--- src/rtl/ro_measure_ctrl.sv ---
// Ring-oscillator measurement sequencer: clear counter, gate one window, settle, latch, stream bytes.
// Build option RO_SYNC_HDR_EN prefixes every frame with a 0xA5 sync byte.
module ro_measure_ctrl #(
    parameter int unsigned CNT_W      = 32,
    parameter int unsigned SETTLE_CYC = 4
) (
    input  logic             clk,
    input  logic             rst,
    input  logic             start_i,
    input  logic             cont_i,
    output logic             window_en_o,
    input  logic             window_done_i,
    output logic             ro_clr_o,
    output logic             ro_cnt_en_o,
    input  logic [CNT_W-1:0] ro_count_i,
    output logic [7:0]       tx_data_o,
    output logic             tx_valid_o,
    input  logic             tx_ready_i,
    output logic             busy_o,
    output logic             meas_done_o
);

    localparam int unsigned NBYTES = CNT_W / 8;
`ifdef RO_SYNC_HDR_EN
    localparam int unsigned HDR_W     = 8;
    localparam logic [7:0]  SYNC_BYTE = 8'hA5;
`else
    localparam int unsigned HDR_W     = 0;
`endif
    localparam int unsigned FRAME_BYTES = NBYTES + HDR_W / 8;
    localparam int unsigned SH_W        = CNT_W + HDR_W;
    localparam int unsigned BC_W        = $clog2(FRAME_BYTES + 1);
    localparam int unsigned SC_W        = $clog2(SETTLE_CYC + 1);
    localparam logic [BC_W-1:0] LAST_BYTE   = BC_W'(FRAME_BYTES - 1);
    localparam logic [SC_W-1:0] LAST_SETTLE = SC_W'(SETTLE_CYC - 1);

    typedef enum logic [2:0] {
        ST_IDLE    = 3'd0,
        ST_CLEAR   = 3'd1,
        ST_MEASURE = 3'd2,
        ST_SETTLE  = 3'd3,
        ST_LATCH   = 3'd4,
        ST_SEND    = 3'd5,
        ST_DONE    = 3'd6
    } state_e;

    state_e            state_q, state_d;
    logic [SH_W-1:0]   shift_q, shift_d;
    logic [BC_W-1:0]   byte_cnt_q, byte_cnt_d;
    logic [SC_W-1:0]   settle_cnt_q, settle_cnt_d;
    logic              window_en_q, window_en_d;
    logic              ro_clr_q, ro_clr_d;
    logic              tx_valid_q, tx_valid_d;
    logic              busy_q, busy_d;
    logic              meas_done_q, meas_done_d;
    logic [SH_W-1:0]   frame_load_c;

`ifdef RO_SYNC_HDR_EN
    assign frame_load_c = {SYNC_BYTE, ro_count_i};
`else
    assign frame_load_c = ro_count_i;
`endif

    // Next-state logic; every output is the registered image of the state being entered.
    always_comb begin
        state_d      = state_q;
        shift_d      = shift_q;
        byte_cnt_d   = byte_cnt_q;
        settle_cnt_d = settle_cnt_q;

        case (state_q)
            ST_IDLE: begin
                if (start_i || cont_i) begin
                    state_d = ST_CLEAR;
                end
            end
            ST_CLEAR: begin
                state_d = ST_MEASURE;
            end
            ST_MEASURE: begin
                if (window_done_i) begin
                    state_d      = ST_SETTLE;
                    settle_cnt_d = '0;
                end
            end
            ST_SETTLE: begin
                if (settle_cnt_q == LAST_SETTLE) begin
                    state_d = ST_LATCH;
                end else begin
                    settle_cnt_d = settle_cnt_q + SC_W'(1);
                end
            end
            ST_LATCH: begin
                shift_d    = frame_load_c;
                byte_cnt_d = '0;
                state_d    = ST_SEND;
            end
            ST_SEND: begin
                // Shift only on handshake so tx_data holds while the UART stalls.
                if (tx_valid_q && tx_ready_i) begin
                    shift_d = shift_q << 8;
                    if (byte_cnt_q == LAST_BYTE) begin
                        state_d = ST_DONE;
                    end else begin
                        byte_cnt_d = byte_cnt_q + BC_W'(1);
                    end
                end
            end
            ST_DONE: begin
                state_d = cont_i ? ST_CLEAR : ST_IDLE;
            end
            default: begin
                state_d = ST_IDLE;
            end
        endcase

        window_en_d = (state_d == ST_MEASURE);
        ro_clr_d    = (state_d == ST_CLEAR);
        tx_valid_d  = (state_d == ST_SEND);
        busy_d      = (state_d != ST_IDLE);
        meas_done_d = (state_d == ST_DONE);
    end

    always_ff @(posedge clk or posedge rst) begin
        if (rst) begin
            state_q      <= ST_IDLE;
            shift_q      <= '0;
            byte_cnt_q   <= '0;
            settle_cnt_q <= '0;
            window_en_q  <= 1'b0;
            ro_clr_q     <= 1'b0;
            tx_valid_q   <= 1'b0;
            busy_q       <= 1'b0;
            meas_done_q  <= 1'b0;
        end else begin
            state_q      <= state_d;
            shift_q      <= shift_d;
            byte_cnt_q   <= byte_cnt_d;
            settle_cnt_q <= settle_cnt_d;
            window_en_q  <= window_en_d;
            ro_clr_q     <= ro_clr_d;
            tx_valid_q   <= tx_valid_d;
            busy_q       <= busy_d;
            meas_done_q  <= meas_done_d;
        end
    end

    // Counter gate tracks the window enable exactly.
    assign window_en_o = window_en_q;
    assign ro_cnt_en_o = window_en_q;
    assign ro_clr_o    = ro_clr_q;
    assign tx_valid_o  = tx_valid_q;
    assign tx_data_o   = shift_q[SH_W-1 -: 8];
    assign busy_o      = busy_q;
    assign meas_done_o = meas_done_q;

endmodule
--- config.mk ---
export PLATFORM = sky130hd
export DESIGN_NAME = ro_measure_ctrl
export DESIGN_NICKNAME = d
export VERILOG_FILES = /design/src/rtl/ro_measure_ctrl.sv
export SDC_FILE = /design/constraint.sdc
export NUM_CORES = 1
export LEC_CHECK = 0
export BUFFER_PORTS_ARGS = -buffer_cell sky130_fd_sc_hd__buf_2
export CAP_MARGIN = 25
export CORE_MARGIN = 1
export CORE_UTILIZATION = 45
export CTS_CLUSTER_SIZE = 16
export DETAILED_ROUTE_END_ITERATION = 12
export PLACE_DENSITY = 0.73
export SLEW_MARGIN = 5
export SYNTH_ARGS = -nofsm -noshare
export SYNTH_HDL_FRONTEND = slang
export SYNTH_SLANG_ARGS = --single-unit
--- constraint.sdc ---
create_clock -name clk -period 1.8 [get_ports clk]
set_clock_uncertainty 0.2 [all_clocks]
set_input_delay 0.27 -clock clk [delete_from_list [all_inputs] [get_ports clk]]
set_output_delay 0.27 -clock clk [all_outputs]
set_load 0.1 [all_outputs]
* Word-level counts from Yosys, hierarchy flattened *
Cells that the tools add are included.
W data, S select, Z words.

word-level totals
  bits in registers = 46
  input bits = 38
  output and inout port bits = 14
  word-level logic and storage cells = 51

cells by class
  add/subtract/negate cells = 2
  eq/ne operators = 16
  mux-type cells = 15
  reductions and logical operators = 9

operator list
  cell                   count
  $pmux W32 S2           1
  $mux W32               1
  $mux W3                9
  $pmux W3 S7            1
  $eq A3 B2 Y1 const B   5
  $eq A3 B3 Y1 const B   5
  $pmux W3 S2            2
  $ne A2 B2 Y1 const B   4
  $add A3 B1 Y3 const B  2
  $eq A3 B1 Y1 const B   2
  $reduce_and A3 Y1      2
  $reduce_bool A2 Y1     2
  $logic_not A3 Y1       1
  $reduce_bool A3 Y1     1
  $reduce_and A2 Y1      1
  $logic_and A1 B1 Y1    1
  $logic_or A1 B1 Y1     1
  $mux W1                1

* Longest topological paths before layout *
  depth after elaboration = 5
  gate-level depth with buffers = 7
  depth with buffers taken out = 6

* Worst setup path before layout *
OpenSTA, ideal clock, no wires.

  path type = register -> register
  start point = register tx_valid_q, in the netlist tx_valid_o
  end point = register byte_cnt_q[2]
  setup time = 0.083 ns
  data arrival time = 1.750 ns
  data required time = 1.517 ns
  path slack = -0.232 ns
  cell stages (with the launch flop) = 5
  cells stage by stage = dfrtp_1 > nand3b_1 > a21oi_2 > or3b_1 > o21ai_0

between the ends
  longest elaborated chain between the ends = 3

ends and longest elaborated chain
  element                      line  text
  from (decl)                  53    logic tx_valid_q, tx_valid_d;
  from (signal assigned)       142   tx_valid_q <= tx_valid_d;
  $logic_and A1 B1 Y1          100   if (tx_valid_q && tx_ready_i) begin
  $ne A2 B2 Y1 (no line)       n/a
  $reduce_and A3 Y1 (no line)  n/a
  to (signal assigned)         138   byte_cnt_q <= byte_cnt_d;
  to (decl)                    49    logic [BC_W-1:0] byte_cnt_q, byte_cnt_d;

No other way between the ends.
A chain may end at the register's enable or synchronous reset.

* Worst setup path after layout *
  start point = register byte_cnt_q[0]
  end point = register byte_cnt_q[2]

between the ends
  longest elaborated chain between the ends = 4
  elaborated cells on any way between the ends = 7
  those cells by class = add/sub (1); eq/ne (2); mux (3); reduce/logical (1)

ends and longest elaborated chain
  element        line  text
  $add A3 B1 Y3  105   byte_cnt_d = byte_cnt_q + BC_W'(1);
  $mux W3        102   if (byte_cnt_q == LAST_BYTE) begin
  $mux W3        100
  $pmux W3 S2    71    case (state_q)

Parallel ways exist; a longest one is shown, timed or not. The select of a mux whose other input is x is not followed.

==> summary.txt <==
Outcome
  – Outcome: finished, violations left
  – Failing checks: setup timing

Finish
  – Layout cells sized above 1: 0.3258
  – Fin util: 0.5759
  – Area Overhead vs Synth: 23.59%
  – Antenna Cells: 0
  – # fillers: 416
  – Most common cell after layout, fill and taps aside: buf_2
  – Final net count: 305
  – Highest-count cells in the layout ignoring fill and taps: 51 x buf_2, 44 x dfrtp_1, 30 x nand2_1, 26 x o21ai_1, 25 x mux2i_1

Power
  – VDD IR max: 0.7577 mV
  – Pleak: 1.509 nW
  – P per Cell Area: 1652 mW/mm2

Floorplan
  – # rows: 25
  – Core area: 0.004723 mm2
  – Die width: 71.94 um
  – Die Ht: 71.94 um
  – Starting Density: 0.4660
  – I/O pin count: 52
  – Die Area: 0.005175 mm2

Place
  – I/O Buffers: 51
  – GP Congestion: 0.8028
  – Post-DP HPWL: 2785 um

Clock tree
  – Clock Latency Late Sink: 0.29 ns
  – CTS tree: done
  – Clock slew at reported path FFs: 0.08 ns
  – Number of H-tree levels: 2
  – Clock Tree Buf Depth: 2
  – Root Driver: clkbuf_8
  – Inserted Clock Buffers: 5
  – Clock sink total: 46

Routing
  – Vias: 1576
  – Wirelength, routed: 4062 um
  – Vias per std cell: 4.761
  – Residual DRC: 0
  – Antenna Violating Nets Remaining: 0
  – 1st-pass router iterations: 4
  – WL per Instance: 12.27 um
  – DRT iter0 DRCs: 78

Synthesis
  – Synth Area per Inst: 10.84 um2
  – Seq/Total Area, Yosys: 0.5230
  – Mux cell area share after synthesis: 0.1239
  – Unique masters post-synth: 33
  – Ys async rst share: 1.000
  – Complex-gate fraction of the synthesized area: 0.1444
  – Netlist Area Pre-Place: 0.002201 mm2
  – EDFF count, synth: 0
  – Synth Instances: 203
  – #FFs+latches synth: 46
  – Adder-Cell Fraction of Synth Area: 0.02274
  – Synth Area in Simple Gates: 0.1023
  – Syn nets: 245
  – XOR/XNOR Fraction of Synth Area: 0
  – Main combinational cell family by area after synthesis: compound AO/OA/AOI/OAI gates
  – Synth warn: 0
  – Prevailing post-synth register cell: dfrtp_1

Worst setup path
  – Setup crit start: byte_cnt_q[0]
  – CP max stage cell: dfrtp_1
  – Crit path arrival time: 1.87 ns
  – Crit-path max FO: 4
  – Worst EP required: 1.82 ns
  – Crit path launch type: flop
  – Worst-path cell chain: ha_2, ha_4, nand3b_1, a21oi_2, or3b_1, o21ai_1
  – Critical Path Max Stage Delay: 0.39 ns
  – Kind of critical path: flop to flop
  – Crit. End Element: flop
  – Worst reg2reg startpoint: byte_cnt_q[0]

Hold path
  – Hold WC Path Type: input port to flop
  – Hold_sp: ro_count_i[16]

STA
  – Setup violations, final: 1
  – Period utilization: 1.025
  – WHS: 0.04362 ns
  – RSZ-0062 raised after global routing: yes
  – Hold Fails Final Rpt: 0
  – Min Clock Period, post-route: 1.845 ns
  – Worst-Margin Slew: 0.5516 ns
  – Final Max Tran Viols: 0
  – Slew headroom: 0.6309
  – Setup ws final: -0.04536 ns
  – Max Freq: 0.5419 GHz

Global routing
  – All-Layer GR Usage: 0.1674
  – Gr ovfl total: 0
  – Initial antenna violation count: 0
  – First-pass GRT wire length: 6644 um
  – Vias in the first global route: 1450
  – Largest net degree at the start of global routing: 57

Flow run
  – Max-Cap Viols: 0
==> state kept, by name (all words and copies together) (netlist names) <==
register and flops:
shift_q 32, byte_cnt_q 3, settle_cnt_q 3, state_q 3
busy_o 1, meas_done_o 1, ro_clr_o 1, ro_cnt_en_o 1
tx_valid_o 1
==> through the flow <==
step / total power [mW] / worst slack, ns / setup TNS (ns) / area (um2) / cells
after floorplan: 3.551 / 0.006031 / 0 / 2202 / 203
after CTS: 4.462 / -0.05159 / -0.05159 / 2678 / 329
final: 4.493 / -0.04536 / -0.04536 / 2720 / 331
after detailed placement: 3.785 / -0.03523 / -0.03523 / 2484 / 311
after global placement: 3.729 / 0.01376 / 0 / 2484 / 311
after global routing: 4.796 / -0.1342 / -0.2947 / 2720 / 331
==> kinds of logic after synthesis <==
kind of cell / Yosys count
DFF: 46
adders and majority gates: 4
muxes: 27
AOI/OAI and AO/OA: 48
buffers and inverters: 30
and+or+nand+nor: 48
==> per-layer routing <==
metal  wire, um  part of all wire  track usage
met3        168             0.041      0.04722
met4         72             0.018      0.05229
met1       2065              0.51       0.2475
met5          0                 0            0
met2       1756              0.43       0.2390
==> cell usage after synthesis (2+ instances only) <==
cell type	number	area (um2)
a22o_1	11	96.34
buf_4	12	90.09
clkbuf_1	2	7.510
a21o_1	2	15.01
buf_6	3	33.78
nand2b_1	2	12.51
o21ai_0	4	20.02
buf_2	3	15.01
nand2_1	31	116.4
o21ai_1	24	120.1
ha_1	4	50.05
nor2_1	4	15.01
dfrtp_1	46	1151
mux2_2	2	22.52
inv_1	10	37.54
mux2i_1	25	250.2
nor2b_1	2	12.51
==> final cells by class <==
cell class / instances / area [um2] / share of cell area
sequential: 46 / 1154 / 0.4241
timing repair buffer: 73 / 455.4 / 0.1674
inverter: 10 / 37.54 / 0.01380
multi-input combinational: 127 / 898.4 / 0.3303
clock inverter: 1 / 5.005 / 0.001840
clock buffer: 7 / 86.33 / 0.03174
tap: 67 / 83.83 / 0.03082
==> worst max-delay path, delay by kind of cell, from the launching register on <==
| kind | cells | cell delay [ns] |
|---|---|---|
| simple gates | 2 | 0.53 |
| flops | 1 | 0.39 |
| fa+ha+maj | 2 | 0.37 |
| compound gates | 2 | 0.30 |
==> final timing paths <==
check | to | slack, ns | cells past startpoint
worst max register to register | byte_cnt_q[2] | -0.05 | 6
worst min-delay path | shift_q[16] | 0.04 | 3
max in group asynchronous | shift_q[31] | 0.56 | 4
min in group asynchronous | state_q[2] | 0.27 | 3
worst min register to register | shift_q[30] | 0.28 | 2
worst max-delay path | byte_cnt_q[2] | -0.05 | 6
==> repair_timing <==
| item | CTS | global route |
|---|---|---|
| endpoints found under the hold margin | 21 | 0 |
| hold buffers | 9 | 0 |
| gates resized for setup | 3 | 6 |
| setup buffers | 1 | 2 |
| gates cloned | 0 | 0 |
| pin swaps | 1 | 4 |
| endpoints found under the setup margin | 2 | 5 |
==> power by group <==
part / internal [mW] / switching, mW / total, mW
clock: 0.310 / 0.327 / 0.637
sequential: 1.50 / 0.288 / 1.78
combinational: 0.643 / 1.43 / 2.07
Power figures use the tool's default switching activity.
